`src/rtl/fp32_to_fp16_conv.sv`:
```
// Two-stage streaming fp32 -> fp16 narrowing converter with RNE rounding and
// per-result overflow/underflow/inexact flags; valid/ready on both sides.
module fp32_to_fp16_conv #(
    parameter logic [15:0] NAN_PAYLOAD = 16'h7E00
) (
    input  logic        clk,
    input  logic        rst_n,
    input  logic        in_valid,
    output logic        in_ready,
    input  logic [31:0] in_data,
    output logic        out_valid,
    input  logic        out_ready,
    output logic [15:0] out_data,
    output logic        out_overflow,
    output logic        out_underflow,
    output logic        out_inexact
);

    localparam logic [2:0] CLS_NORM = 3'd0;
    localparam logic [2:0] CLS_SUB  = 3'd1;
    localparam logic [2:0] CLS_ZERO = 3'd2;
    localparam logic [2:0] CLS_OVF  = 3'd3;
    localparam logic [2:0] CLS_INF  = 3'd4;
    localparam logic [2:0] CLS_NAN  = 3'd5;

    logic        en1;
    logic        en2;

    logic        s1_valid_reg;
    logic        s1_sign_reg;
    logic [2:0]  s1_cls_reg;
    logic [4:0]  s1_e16_reg;
    logic [23:0] s1_sig_reg;
    logic [4:0]  s1_shift_reg;

    logic        out_valid_reg;
    logic [15:0] out_data_reg;
    logic        out_overflow_reg;
    logic        out_underflow_reg;
    logic        out_inexact_reg;

    assign en2      = ~out_valid_reg | out_ready;
    assign en1      = ~s1_valid_reg | en2;
    assign in_ready = en1;

    // ---------------- stage 1: unpack and classify ----------------
    logic              in_sign;
    logic [7:0]        in_exp;
    logic [22:0]       in_man;
    logic signed [8:0] in_e16;
    logic signed [8:0] sub_amt;
    logic [2:0]        cls_next;
    logic [4:0]        shift_next;

    assign in_sign = in_data[31];
    assign in_exp  = in_data[30:23];
    assign in_man  = in_data[22:0];
    assign in_e16  = $signed({1'b0, in_exp}) - 9'sd112;
    assign sub_amt = 9'sd1 - in_e16;

    always_comb begin
        cls_next   = CLS_NORM;
        shift_next = 5'd0;
        if (in_exp == 8'hFF) begin
            cls_next = (in_man != 23'd0) ? CLS_NAN : CLS_INF;
        end else if (in_exp == 8'h00) begin
            // fp32 subnormals are far below the fp16 range and flush to zero
            cls_next = CLS_ZERO;
        end else if (in_e16 >= 9'sd31) begin
            cls_next = CLS_OVF;
        end else if (in_e16 >= 9'sd1) begin
            cls_next = CLS_NORM;
        end else begin
            cls_next   = CLS_SUB;
            shift_next = (sub_amt > 9'sd26) ? 5'd26 : sub_amt[4:0];
        end
    end

    always_ff @(posedge clk or negedge rst_n) begin
        if (!rst_n) begin
            s1_valid_reg <= 1'b0;
            s1_sign_reg  <= 1'b0;
            s1_cls_reg   <= CLS_ZERO;
            s1_e16_reg   <= 5'd0;
            s1_sig_reg   <= 24'd0;
            s1_shift_reg <= 5'd0;
        end else if (en1) begin
            s1_valid_reg <= in_valid;
            if (in_valid) begin
                s1_sign_reg  <= in_sign;
                s1_cls_reg   <= cls_next;
                s1_e16_reg   <= in_e16[4:0];
                s1_sig_reg   <= {1'b1, in_man};
                s1_shift_reg <= shift_next;
            end
        end
    end

    // ---------------- stage 2: round and pack ----------------
    // Significand is placed so that bits [48:39] are the kept fraction, bit 38
    // the guard and the rest sticky; shift=0 gives the normal-number split.
    logic [48:0] aligned;
    logic [9:0]  frac;
    logic        guard;
    logic        sticky;
    logic        round_up;
    logic [14:0] base;
    logic [14:0] mag;
    logic [14:0] res_mag;
    logic        res_ovf;
    logic        res_unf;
    logic        res_inx;

    assign aligned  = 49'({s1_sig_reg, 26'd0} >> s1_shift_reg);
    assign frac     = aligned[48:39];
    assign guard    = aligned[38];
    assign sticky   = |aligned[37:0];
    assign round_up = guard & (sticky | frac[0]);
    assign base     = (s1_cls_reg == CLS_SUB) ? {5'd0, frac} : {s1_e16_reg, frac};
    assign mag      = base + {14'd0, round_up};

    always_comb begin
        res_mag = mag;
        res_ovf = 1'b0;
        res_unf = 1'b0;
        res_inx = 1'b0;
        case (s1_cls_reg)
            CLS_NAN: res_mag = NAN_PAYLOAD[14:0];
            CLS_INF: res_mag = 15'h7C00;
            CLS_ZERO: begin
                res_mag = 15'd0;
                res_inx = |s1_sig_reg[22:0];
                res_unf = |s1_sig_reg[22:0];
            end
            CLS_OVF: begin
                res_mag = 15'h7C00;
                res_ovf = 1'b1;
                res_inx = 1'b1;
            end
            CLS_SUB: begin
                res_inx = guard | sticky;
                res_unf = guard | sticky;
            end
            default: begin
                res_inx = guard | sticky;
                res_ovf = (mag == 15'h7C00);
            end
        endcase
    end

    always_ff @(posedge clk or negedge rst_n) begin
        if (!rst_n) begin
            out_valid_reg     <= 1'b0;
            out_data_reg      <= 16'd0;
            out_overflow_reg  <= 1'b0;
            out_underflow_reg <= 1'b0;
            out_inexact_reg   <= 1'b0;
        end else if (en2) begin
            out_valid_reg <= s1_valid_reg;
            if (s1_valid_reg) begin
                out_data_reg      <= {s1_sign_reg, res_mag};
                out_overflow_reg  <= res_ovf;
                out_underflow_reg <= res_unf;
                out_inexact_reg   <= res_inx;
            end
        end
    end

    assign out_valid     = out_valid_reg;
    assign out_data      = out_data_reg;
    assign out_overflow  = out_overflow_reg;
    assign out_underflow = out_underflow_reg;
    assign out_inexact   = out_inexact_reg;

endmodule

```
`config.mk`:
```
export PLATFORM = sky130hd
export DESIGN_NAME = fp32_to_fp16_conv
export DESIGN_NICKNAME = d
export VERILOG_FILES = /design/src/rtl/fp32_to_fp16_conv.sv
export SDC_FILE = /design/constraint.sdc
export NUM_CORES = 1
export LEC_CHECK = 0
export BUFFER_PORTS_ARGS = -buffer_cell sky130_fd_sc_hd__buf_4
export CAP_MARGIN = 20
export CORE_UTILIZATION = 60
export DETAILED_ROUTE_END_ITERATION = 8
export PLACE_DENSITY = 0.84
export SLEW_MARGIN = 20
export SYNTH_ARGS = -nofsm -noshare
export SYNTH_HDL_FRONTEND = slang
export SYNTH_SLANG_ARGS = --single-unit
export TNS_END_PERCENT = 10
```
`constraint.sdc`:
```
create_clock -name clk -period 10.78 [get_ports clk]
set_input_delay 0.539 -clock clk [delete_from_list [all_inputs] [get_ports clk]]
set_output_delay 0.539 -clock clk [all_outputs]
set_load 0.02 [all_outputs]
```
==> run metrics, run 1 <==
status complete, no violations; peak supply drop 98.8 µV; CP Cell Sequence or3b_2, o32ai_1, nor4_1, nor3_1, ha_1, or3b_2, nor3_1, o311ai_0, o311ai_0, nand2_1, a2111oi_0, nand4_1, o31ai_2; max reg flops 24; Slew @ Worst Pin 0.907 ns; Yosys reg bits 59; Worst Path Buf+Inv 0; core area 7290 µm²; Hold WC Path Type in -> async; Post-CTS Setup Inserts 0; Crit Path Max Fanout 30; Critical Path RT 11.04 ns; clock slew at reported path FFs 0.07 ns; PD cells 160 nW/µm²; worst skew pair latency 0.34 ns; fin crit share 41.8%; kind of critical path reg -> reg; port bufs 56; post-synthesis instance area 4560 µm²; Ant. Diodes 0; total number of vias 4300; Num CTS Buffers 9; CTS tree built; routability cong. 0.961; final hold viol count 0; post_cts resized 0; synthesis-to-layout area growth 13.5%; CTS Sinks 59; worst-case clock buffer depth 2; Yosys Warn Count 0; global-route wire length before repair 19.0 mm; Critical Path Slowest Stage Cell dfrtp_1; Worst Skew 0.00931 ns; wire length per cell 18.2 µm; Max Cap Violations 0; Main synth FF type dfrtp_1; delay-heaviest family, CP simple AND/OR/NAND/NOR gates; Post-synth EDFFs 0; global route overflow 0; max-slew violations 0; cts hold-fix bufs 0; pin count of the biggest net entering global routing 60; Post-Route WL 11.9 mm; initial antenna violation count 0; Critical Path End Type flip-flop; syn_area_per_cell 8.96 µm²; Detailed Routing Iterations Pass 1 5; initial DRC count 442; vias in the first global route 3871; Antenna Nets Post-Route 0; layout cells sized above 1 23.4%; Synth Instances 509; CP peak stage delay 0.94 ns; DRC viols 0; final setup fails 0; total track usage 31.4%; fin nets 589; initial core utilization 62.5%; syn_nets 552; placed wire-length estimate 8.64 mm; sequential area share after synthesis 32.4%; utilization after layout 71.0%; Die Height 89.2 µm; RSZ-0062 raised after global routing no; I/O Pins 57; asr flop ratio synth 100%; Achievable Freq 0.222 GHz; full die area 7950 µm²; Worst Setup Start Kind flip-flop; Die W 89.2 µm; Rows 31; critical path data arrival time 4.76 ns; count of cell types in the netlist 73; slew margin rel. 39.5%; Vias/cell 6.62; setup TNS 0 ns; clk root buf clkbuf_8; min Tclk post-route 4.51 ns; Lkg Pwr 2.07 nW; H-tree Lvls 3
==> through the flow <==
step | setup WS [ns] | instances | hold slack [ns] | instance area, µm² | power (W)
floorplan | 6.77 | 509 | 0.243 | 4560 | 0.000523
global placement | 6.53 | 634 | 0.441 | 4980 | 0.000614
detailed placement | 6.35 | 634 | 0.468 | 4980 | 0.000624
CTS | 6.39 | 650 | 0.291 | 5180 | 0.000824
global route | 5.92 | 650 | 0.317 | 5180 | 0.000874
finish | 6.27 | 650 | 0.242 | 5180 | 0.000826
==> synthesized netlist by cell type, types with 3 or more instances <==
cell type   n  area share (%)
a211oi_1    4            0.66
a21o_1      3            0.49
a21oi_1    14             1.5
a22o_1      4            0.77
a31oi_1     5            0.69
a32o_1      3            0.66
and2_1      9             1.2
and4_1      4            0.77
buf_1       3            0.25
buf_2       3            0.33
clkbuf_1   23             1.9
dfrtp_1    58              32
ha_1        7             1.9
inv_1      11            0.91
mux2_2     32             7.9
mux2i_1    17             3.7
mux4_2      7             3.5
nand2_1    59             4.9
nand2b_1   11             1.5
nand3_1     7            0.77
nand3b_1    5            0.82
nand4_1    13             1.8
nor2_1     35             2.9
nor2b_1     5            0.69
nor3_1     18             2.0
nor3b_1     4            0.66
nor4_1     15             2.1
nor4b_1     3            0.58
o211ai_1    4            0.66
o21ai_0    28             3.1
o21ai_1     3            0.33
o22a_1      3            0.58
o22ai_1     3            0.41
o311ai_0    3            0.58
o31ai_1     5            0.82
o32ai_1     3            0.58
or2_2       3            0.41
or3_1       4            0.55
or3b_2      3            0.58
xnor2_1    12             2.3
xor2_1      7             1.3
==> per-layer routing <==
| layer | global-route usage [%] | vias up | part of all wire (%) |
|---|---|---|---|
| met3 | 6.19 | 25 | 6.9 |
| li1 | - | 1992 | - |
| met2 | 49.0 | 199 | 47 |
| met1 | 44.3 | 2084 | 44 |
| met4 | 9.67 | 0 | 1.7 |
| met5 | 0 | - | 0 |
==> final timing paths <==
path,from,cells after the start,endpoint,slack (ns)
max in group asynchronous,rst_n,1,out_data[3]$_DFFE_PN0P_,10.02
min in group clk,in_valid,2,s1_valid_reg$_DFFE_PN0N_,0.40
worst min register to register,out_data[4]$_DFFE_PN0P_,2,out_data[4]$_DFFE_PN0P_,0.48
worst max-delay path,s1_shift_reg[2]$_DFFE_PN0P_,13,out_overflow$_DFFE_PN0P_,6.27
worst min-delay path,rst_n,1,s1_sig_reg[21]$_DFFE_PN0P_,0.24
worst max register to register,s1_shift_reg[2]$_DFFE_PN0P_,13,out_overflow$_DFFE_PN0P_,6.27
==> worst register-to-register path, stage by stage (launching register included) <==
cell,delay (ns)
dfrtp_1,0.94
or3b_2,0.51
o32ai_1,0.18
nor4_1,0.17
nor3_1,0.18
ha_1,0.28
or3b_2,0.48
nor3_1,0.16
o311ai_0,0.20
o311ai_0,0.42
nand2_1,0.10
a2111oi_0,0.38
nand4_1,0.18
o31ai_2,0.26
==> report_power, final <==
group	internal, W	switching [W]
clock network	0.000112	0.0000892
logic	0.000139	0.000173
registers	0.000260	0.0000521
==> layout make-up <==
| class | instances | area [µm²] |
|---|---|---|
| tap | 99 | 124 |
| timing repair buffer | 59 | 443 |
| fill | 604 | 2120 |
| sequential | 59 | 1480 |
| clock inverter | 5 | 52.6 |
| multi-input combinational | 406 | 2900 |
| clock buffer | 11 | 141 |
| inverter | 11 | 41.3 |
==> cell families (layout without fill, tap and decap cells) <==
family | Yosys count | after routing | synth area share (%)
xor gates and xnor gates | 19 | 19 | 3.65
DFF | 59 | 59 | 32.4
and+or+nand+nor | 211 | 211 | 24.8
AOI/OAI and AO/OA | 111 | 111 | 16.9
adders and majority gates | 7 | 7 | 1.92
muxes | 58 | 58 | 16.2
buffers and inverters | 44 | 86 | 4.09
==> cells in the final DEF, fill, tap and decap left out, types with 4 or more instances in the layout <==
cell type	netlist	routed
a211oi_1	4	4
a21oi_1	14	14
a22o_1	4	4
a31oi_1	5	5
and2_1	9	9
and4_1	4	4
buf_4	0	59
clkbuf_8	0	10
dfrtp_1	58	58
ha_1	7	7
inv_1	11	11
mux2_2	32	32
mux2i_1	17	17
mux4_2	7	7
nand2_1	59	59
nand2b_1	11	11
nand3_1	7	7
nand3b_1	5	5
nand4_1	13	13
nor2_1	35	35
nor2b_1	5	5
nor3_1	18	18
nor3b_1	4	4
nor4_1	15	15
o211ai_1	4	4
o21ai_0	28	28
o31ai_1	5	5
or3_1	4	4
xnor2_1	12	12
xor2_1	7	7
Power figures use the tool's default switching activity.
==> run 2, diff against run 1 <==
--- a/config.mk
+++ b/config.mk
@@ -7,9 +7,9 @@
 export LEC_CHECK = 0
 export BUFFER_PORTS_ARGS = -buffer_cell sky130_fd_sc_hd__buf_4
 export CAP_MARGIN = 20
-export CORE_UTILIZATION = 60
+export CORE_UTILIZATION = 59
 export DETAILED_ROUTE_END_ITERATION = 8
-export PLACE_DENSITY = 0.84
+export PLACE_DENSITY = 0.83
 export SLEW_MARGIN = 20
 export SYNTH_ARGS = -nofsm -noshare
 export SYNTH_HDL_FRONTEND = slang
==> constraint.sdc (replaced) <==
create_clock -name clk -period 4.6 [get_ports clk]
set_input_delay 0.23 -clock clk [delete_from_list [all_inputs] [get_ports clk]]
set_output_delay 0.23 -clock clk [all_outputs]
set_load 0.02 [all_outputs]
==> run 2 against run 1 <==
  * Fmax increased by 4.2%
  * Clock skew decreased by 0.0024 ns
  * Combinational power increased by 150%
  * Flip-flop and latch count unchanged
  * Die area increased by 1.7%
  * Final cell count increased by 1.4%
  * Routed wire length increased by 5.6%
  * Non-clock buffer count increased by 9
==> run metrics, run 2 (synthesis gave the netlist of run 1 again) <==
status complete, no violations; Hold WC Path Type in -> reg; Worst Setup Start Kind flip-flop; setup TNS 0 ns; Worst Setup Slack, final 0.275 ns; kind of critical path reg -> reg; min-delay src in_valid; commonest non-fill, non-tap cells in the layout buf_4 (67), nand2_1 (59), dfrtp_1 (58), nor2_1 (35), mux2_2 (32); CTS Sinks 59; final hold viol count 0; synthesis-to-layout area growth 15.3%; Slew @ Worst Pin 0.822 ns; Achievable Freq 0.231 GHz; routability cong. 0.916; min Tclk post-route 4.33 ns; worst skew pair latency 0.35 ns; Reg-to-Reg Start s1_shift_reg[0]$_DFFE_PN0P_; critical path launch point s1_shift_reg[0]$_DFFE_PN0P_; Post-Layout Cell Count 659; commonest non-fill, non-tap cell in the layout buf_4; clock slew at reported path FFs 0.07 ns; vias in the first global route 4355; Design Power 0.00199 W; placed cell areas 5040 µm²; full die area 8090 µm²; Post-CTS Setup Inserts 0; Die W 89.9 µm; clk root buf clkbuf_8; Hold EP s1_valid_reg$_DFFE_PN0N_; Detailed Routing Iterations Pass 1 6; max reg flops 24; # placed instances 642; max-slew violations 0; pre-CTS setup slack 0.435 ns; Critical Path End Type flip-flop; RSZ-0062 raised after global routing no; placed wire-length estimate 9.12 mm; worst-case clock buffer depth 2; Rows 31; initial antenna violation count 0; r2r endpoint out_overflow$_DFFE_PN0P_; R2R Setup Slk 0.27 ns; Crit Path Max Fanout 17; clock share of power 25.0%; Post-Route WL 12.5 mm; post_cts resized 0; PD cells 379 nW/µm²; I/O Pins 57; switching pwr 0.000764 W; global-route wire length before repair 20.8 mm; fin crit share 94.0%; Flop pwr share 36.5%; Die Height 89.9 µm; port bufs 56; Vias/cell 6.59; Max Cap Violations 0; core area 7370 µm²; global route overflow 0; Critical Path RT 4.86 ns; peak supply drop 229 µV; critical path data arrival time 4.58 ns; wire length per cell 19.0 µm; Num CTS Buffers 9; switching fraction of total power 38.3%; P_int 0.00123 W; Comb pwr share 38.5%; r2r worst-path depth 14; Ant. Diodes 0; slew margin rel. 44.7%; CTS tree built; Worst Skew 0.00688 ns; fin nets 598; pin count of the biggest net entering global routing 60; layout cells sized above 1 24.5%; initial core utilization 61.9%; Final Cell Area 5260 µm²; H-tree Lvls 3; DRC viols 0; final setup fails 0; Antenna Nets Post-Route 0; cts hold-fix bufs 1; total track usage 32.1%; hold depth 2; initial DRC count 401; Lkg Pwr 2.13 nW; total number of vias 4341
-- run 2: cell types whose count changed in the layout (fill, tap and decap cells not counted) --
| cell | change |
|---|---|
| dlygate4sd3_1 | +1 |
| clkbuf_8 | +1 |
| clkinvlp_4 | -1 |
| clkinv_4 | +1 |
| buf_4 | +8 |
| clkinv_2 | -1 |
-- run 2: worst max-delay path by stage --
stage	endpoint	slack (ns)	cells after the start
3_5_place_dp	out_overflow$_DFFE_PN0P_	0.44	14
4_1_cts	out_overflow$_DFFE_PN0P_	0.32	14
6_report	out_overflow$_DFFE_PN0P_	0.27	14
2_1_floorplan	out_overflow$_DFFE_PN0P_	0.59	17
3_3_place_gp	out_overflow$_DFFE_PN0P_	0.60	13
5_1_grt	out_overflow$_DFFE_PN0P_	0.003	14
-- run 2: power by group through the flow --
stage | Combinational, W | Sequential, W | Clock [W]
3_5_place_dp | 0.000753 | 0.000733 | 0
6_report | 0.000768 | 0.000728 | 0.000498
4_1_cts | 0.000761 | 0.000724 | 0.000500
2_1_floorplan | 0.000491 | 0.000734 | 0
3_3_place_gp | 0.000741 | 0.000727 | 0
5_1_grt | 0.000830 | 0.000743 | 0.000522
-- run 2: metrics by stage --
stage                     util, %  hold slack (ns)
after global routing         71.3           0.0841
final                        71.3           0.0756
after floorplan                 -          -0.0656
after CTS                    71.3           0.0722
after global placement       68.4            0.343
after detailed placement     68.4            0.349
-- run 2: worst max-delay path, stage by stage (launching register included) --
cell,delay (ns)
dfrtp_1,0.52
buf_4,0.27
or3b_2,0.47
o32ai_1,0.17
nor4_1,0.12
nor3_1,0.17
ha_1,0.28
or3b_2,0.49
nor3_1,0.16
o311ai_0,0.18
o311ai_0,0.44
nand2_1,0.11
a2111oi_0,0.41
nand4_1,0.17
o31ai_2,0.28
-- run 2: final cells by class --
type | count | area, µm²
clock inverter | 4 | 48.8
sequential | 59 | 1480
multi-input combinational | 406 | 2900
fill | 585 | 2110
inverter | 11 | 41.3
timing repair buffer | 68 | 513
clock buffer | 12 | 155
tap | 99 | 124
-- run 2: layer usage --
layer / track usage, % / vias to the layer above / part of all wire [%]
li1: - / 2005 / -
met1: 40.9 / 2095 / 42
met2: 52.6 / 209 / 48
met3: 6.68 / 32 / 6.9
met4: 14.7 / 0 / 3.1
met5: 0 / - / 0
